==> config.mk <==
export PLATFORM = sky130hd
export DESIGN_NAME = command_decoder
export DESIGN_NICKNAME = d
export VERILOG_FILES = /design/src/rtl/command_decoder.sv
export SDC_FILE = /design/constraint.sdc
export NUM_CORES = 1
export LEC_CHECK = 0
export ABC_AREA = 0
export CAP_MARGIN = 25
export CORE_AREA = 10 10 94 96
export CTS_CLUSTER_SIZE = 20
export DETAILED_ROUTE_END_ITERATION = 8
export DIE_AREA = 0 0 104 106
export PLACE_DENSITY = 0.74
export SETUP_SLACK_MARGIN = 0.1
export SYNTH_ARGS = -nofsm -noshare
export SYNTH_HDL_FRONTEND = slang
export SYNTH_SLANG_ARGS = --single-unit
==> constraint.sdc <==
create_clock -name clk_9k6hz -period 1.8 [get_ports clk_9k6hz]
set_clock_uncertainty 0.1 [all_clocks]
set_input_delay 0.18 -clock clk_9k6hz [delete_from_list [all_inputs] [get_ports clk_9k6hz]]
set_output_delay 0.18 -clock clk_9k6hz [all_outputs]
set_load 0.005 [all_outputs]
==> src/rtl/command_decoder.sv <==
// Command decoder: validates a received {address, command} frame, queries the sensor bank
// with a timeout, and hands a two-byte {value, code} response to the UART transmitter.
module command_decoder #(
  parameter int NUM_SENSORS    = 32,
  parameter int TIMEOUT_CYCLES = 9600
) (
  input  logic        clk_9k6hz,
  input  logic        rst_n,
  input  logic [15:0] rx_data,
  input  logic        rx_concluded,
  output logic [7:0]  sensor_addr,
  output logic [1:0]  sensor_cmd,
  output logic        sensor_req,
  input  logic        sensor_done,
  input  logic        sensor_err,
  input  logic [7:0]  sensor_value,
  input  logic        tx_busy,
  output logic        tx_start,
  output logic [15:0] tx_data,
  output logic        overrun,
  output logic [2:0]  dbg_state_o
);

  localparam int CW = (TIMEOUT_CYCLES > 2) ? $clog2(TIMEOUT_CYCLES) : 1;
  localparam logic [CW-1:0] CNT_LAST = CW'(TIMEOUT_CYCLES - 1);
  localparam logic [8:0]    NUM_S9   = 9'(NUM_SENSORS);

  typedef enum logic [2:0] {
    S_IDLE   = 3'd0,
    S_DECODE = 3'd1,
    S_REQ    = 3'd2,
    S_WAIT   = 3'd3,
    S_RESP   = 3'd4
  } state_t;

  state_t        state_q;
  logic          conc_q;
  logic [7:0]    cmd_q;
  logic [7:0]    addr_q;
  logic [7:0]    sensor_addr_q;
  logic [1:0]    sensor_cmd_q;
  logic          sensor_req_q;
  logic [7:0]    code_q;
  logic [7:0]    value_q;
  logic [CW-1:0] cnt_q;
  logic [15:0]   tx_data_q;
  logic          overrun_q;
  logic          new_frame_d;

  assign new_frame_d = rx_concluded && !conc_q;

  // Handshake: tx_start is a single-cycle strobe raised only in RESP while tx_busy is low;
  // tx_data carries the response during that strobe and holds it until the next one.
  assign tx_start = (state_q == S_RESP) && !tx_busy;
  assign tx_data  = tx_start ? {value_q, code_q} : tx_data_q;

  assign sensor_addr = sensor_addr_q;
  assign sensor_cmd  = sensor_cmd_q;
  assign sensor_req  = sensor_req_q;
  assign overrun     = overrun_q;
  assign dbg_state_o = state_q;

  always_ff @(posedge clk_9k6hz) begin
    if (!rst_n) begin
      state_q       <= S_IDLE;
      conc_q        <= 1'b0;
      cmd_q         <= '0;
      addr_q        <= '0;
      sensor_addr_q <= '0;
      sensor_cmd_q  <= '0;
      sensor_req_q  <= 1'b0;
      code_q        <= '0;
      value_q       <= '0;
      cnt_q         <= '0;
      tx_data_q     <= '0;
      overrun_q     <= 1'b0;
    end else begin
      conc_q       <= rx_concluded;
      sensor_req_q <= 1'b0;
      if (new_frame_d && (state_q != S_IDLE)) overrun_q <= 1'b1;

      case (state_q)
        S_IDLE: begin
          if (new_frame_d) begin
            cmd_q   <= rx_data[7:0];
            addr_q  <= rx_data[15:8];
            state_q <= S_DECODE;
          end
        end
        S_DECODE: begin
          sensor_addr_q <= addr_q;
          // A bad command outranks a bad address.
          if (cmd_q > 8'h02) begin
            code_q  <= 8'hFE;
            value_q <= cmd_q;
            state_q <= S_RESP;
          end else if ({1'b0, addr_q} >= NUM_S9) begin
            code_q  <= 8'hFD;
            value_q <= addr_q;
            state_q <= S_RESP;
          end else begin
            sensor_cmd_q <= cmd_q[1:0];
            sensor_req_q <= 1'b1;
            state_q      <= S_REQ;
          end
        end
        S_REQ: begin
          cnt_q   <= '0;
          state_q <= S_WAIT;
        end
        S_WAIT: begin
          // A done on the last count cycle still wins over the timeout.
          if (sensor_done) begin
            if (sensor_err) begin
              code_q  <= 8'h1F;
              value_q <= addr_q;
            end else begin
              case (sensor_cmd_q)
                2'b01:   code_q <= 8'h09;
                2'b10:   code_q <= 8'h08;
                default: code_q <= 8'h07;
              endcase
              value_q <= sensor_value;
            end
            state_q <= S_RESP;
          end else if (cnt_q == CNT_LAST) begin
            code_q  <= 8'hFC;
            value_q <= addr_q;
            state_q <= S_RESP;
          end else begin
            cnt_q <= cnt_q + 1'b1;
          end
        end
        S_RESP: begin
          if (!tx_busy) begin
            tx_data_q <= {value_q, code_q};
            state_q   <= S_IDLE;
          end
        end
        default: state_q <= S_IDLE;
      endcase
    end
  end

endmodule

==> metrics.yaml <==
drt:
  wire_per_inst_um: 16.95
  via_count: 2999
  remaining_drc_errors: 0
  antenna_violating_nets_post_route: 0
  detail_route.iter0.violations: 243
  postRouteWirelength_mm: 9.679
  viasPerCell: 5.252
  firstDrtPassIters: 7
floorplan:
  floorplan.die.height_um: 106
  num_io_pins: 62
  floorplan.initialDensity: 0.4459
  die-area_um2: 11020
  die_x_um: 104
  fp-row-count: 31
  coreArea_um2: 7059
critical_path:
  worstRegToRegCells: 8
  worst_ep_required_time_ns: 1.52
  cpMaxStageDelayCell: "dfxtp_4"
  timing.critical_path.to_type: "primary output"
  startpoint_type: "flop"
  r2r-end: "value_q[7]"
  path_common_cell: "buf_6"
  reg2reg_slack_ns: -0.27
  cp_data_arrival_time_ns: 1.82
  worst_path_largest_cell_delay_ns: 0.35
  worstSetupStartpoint: "dbg_state_o[2]"
  worstSetupPathType: "flop to primary output"
  crit_path_max_fanout: 8
  path_cells: "nor2b_4, nor3b_4, buf_6, buf_6, buf_12, mux2_4, buf_6"
  r2r-start: "dbg_state_o[2]"
global_routing:
  grt_first_pass_wirelength_mm: 14.08
  grt_usage: 0.1528
  via_count_of_the_first_global_routing_pass: 2886
  number_of_antenna_violations_at_the_first_check_in_global_routing: 0
  grt_start_max_net_pins: 24
  overflow_left_after_global_routing: 0
synth:
  postSynthRegisterBits: 74
  netlist_instances: 336
  synthesis.area_um2: 3148
  synth.most_common_cell: "dfxtp_1"
  ys_warn_count: 0
  netlist-cell-type-count: 51
  synth_common_cells: "dfxtp_1 (74), nand2_1 (42), a21oi_1 (30)"
  synth_top_area_frac: 0.4706
  synth_top_flop_cell: "dfxtp_1"
  synth.yosys.seq_area_share: 0.4706
  ys_async_sr_fraction: 0
  synth.area.top_cells: "dfxtp_1 (47%), mux2_2 (5.0%), nand2_1 (5.0%)"
  netlist.top_cell.by_area: "dfxtp_1"
  syn_nets: 368
  synth-edff-count: 0
  syn-mean-instance-area_um2: 9.369
clocking:
  cts_tree: "built"
  cts.htree.levels: 3
  clk_root_buffer_cell: "clkbuf_8"
  clock_latency_ns: 0.35
  clk_path_buf_depth: 2
  cts.clk_slew.worst_paths_ns: 0.08
  cts.sink_count: 74
  num_cts_buffers: 9
sta:
  rsz0062_at_grt: "true"
  final.setup.worst_slack_ns: -0.2984
  totalNegativeSetupSlack_ns: -7.412
  total_of_endpoints_with_negative_setup_slack_in_the_final_report: 38
  final.min_clock_period_ns: 2.098
  finalMaxSlewViolations: 0
  clock.fmax_mhz: 476.6
  slew-limit-headroom: 0.4956
  hold_violations: 0
  max_slew.worst_pin.slew_ns: 0.7469
  period_utilization: 1.166
hold_path:
  hold_start: "rx_data[4]"
  worst_hold_path.endpoint: "cmd_q[4]"
  holdPathStages: 3
  min_path_type: "input pin to flop"
job:
  max_cap_viol_count: 0
final_layout:
  multi_input_combinational_cell_area_um2: 1877
  layout-drive-gt1-share: 0.4301
  numnets_final: 499
  area.sequential_um2: 1498
  layout-area-overhead-vs-synth_pct: 61.76
  antenna_cells: 0
  fillers: 511
  layout.cell_area.non_filler_um2: 5092
  finalCoreUtilization: 0.7214
pwr:
  clock_power_share: 0.288
  p_sw_mw: 1.229
  static-leakage-power_nw: 2.039
  comb_power_share: 0.264
  power.share.switching: 0.2982
  power_per_cell_area_nw_per_um2: 809.0
  seqPwrFrac: 0.448
  internal_dissipation_mw: 2.891
  irDropWorstVdd_mv: 0.5192
run_status:
  outcome: "complete, but fails checks"
  violations: "negative setup slack"
place:
  portBuffers: 61
  dp_hpwl_mm: 6.083
  placedInstanceArea_um2: 4298
  routabilityCongestion: 0.8159
[registers in the layout, summed over array words and instances, names as in the netlist]
register	cells
overrun	1
dbg_state_o	3
code_q	6
cnt_q	14
sensor_addr	8
cmd_q	8
value_q	8
sensor_req	1
addr_q	8
sensor_cmd	2
tx_data_q	14
conc_q	1
[how the worst max path moves through the flow]
stage | endpoint | slack, ns | cells after the start
5_1_grt | tx_data[12] | -0.36 | 7
3_3_place_gp | tx_data[14] | -0.46 | 6
6_report | tx_data[11] | -0.30 | 7
2_1_floorplan | tx_data[6] | 0.08 | 5
3_5_place_dp | tx_data[11] | -0.51 | 6
4_1_cts | tx_data[5] | -0.27 | 7
[kinds of logic after synthesis]
family,after synthesis,share of synthesized area
adder cells (fa/ha/maj),2,0.007948
AND/OR/NAND/NOR,135,0.2317
flip-flops,74,0.4706
AO/OA/AOI/OAI,73,0.1546
buffers and inverters,23,0.03935
multiplexers,24,0.08188
XOR/XNOR,5,0.01391
[placed cells by master (no fill, tap or decap), types with 5 or more instances in the layout]
| cell type | n |
|---|---|
| dfxtp_1 | 67 |
| buf_4 | 54 |
| buf_6 | 29 |
| and2_4 | 6 |
| nand2_1 | 39 |
| and2_1 | 9 |
| o21ai_1 | 5 |
| a21oi_2 | 12 |
| buf_8 | 5 |
| nor2_1 | 22 |
| a222oi_1 | 6 |
| clkdlybuf4s50_1 | 42 |
| o21ai_2 | 5 |
| nand3_1 | 7 |
| buf_12 | 8 |
| mux2_4 | 14 |
| mux2i_1 | 10 |
| clkbuf_8 | 10 |
| a21oi_1 | 22 |
[per-layer routing]
layer / track usage / wire length (µm) / vias to the layer above
met5: 0 / 0 / -
li1: - / - / 1442
met2: 0.2409 / 4585 / 97
met1: 0.1929 / 4319 / 1448
met3: 0.04771 / 650 / 12
met4: 0.05567 / 123 / 0
[what timing repair did]
action                                  4_1_cts  5_1_grt
cloned                                        1        1
pin swaps                                    13       29
hold buffers                                  0        0
buffers inserted                             10       12
gates resized for setup                     127       68
endpoints found under the setup margin       44       78
[through the flow]
step                setup slack (ns)  total power, mW  hold slack (ns)  std cells
finish                       -0.2984            4.120           0.2771        571
global route                 -0.3563            4.294           0.2839        571
CTS                          -0.2688            3.985           0.2702        560
detailed placement           -0.5131            2.667           0.3646        533
global placement             -0.4622            2.649           0.3572        533
floorplan                    0.08026            2.277           0.2017        336
[final cells by class]
| cell class | count | share of cell area |
|---|---|---|
| clock inverters | 6 | 0.008108 |
| repair buffers | 140 | 0.2757 |
| well taps | 99 | 0.02432 |
| multi-input cells | 239 | 0.3686 |
| clock buffers | 10 | 0.02703 |
| flip-flops and latches | 74 | 0.2941 |
| inverters | 3 | 0.002211 |
[critical path: cells and delay by family (launching register included)]
kind / cells / cell delay [ns]
flip-flops: 1 / 0.35
AND/OR/NAND/NOR: 2 / 0.33
buffers and inverters: 4 / 0.48
multiplexers: 1 / 0.32
[power by group through the flow]
stage / clock network [mW] / registers [mW] / logic, mW
after floorplan: 0 / 1.84 / 0.436
after global placement: 0 / 1.86 / 0.789
after detailed placement: 0 / 1.86 / 0.803
after CTS: 1.20 / 1.84 / 0.941
after global routing: 1.28 / 1.86 / 1.15
final: 1.19 / 1.85 / 1.09
Power figures use the tool's default switching activity.
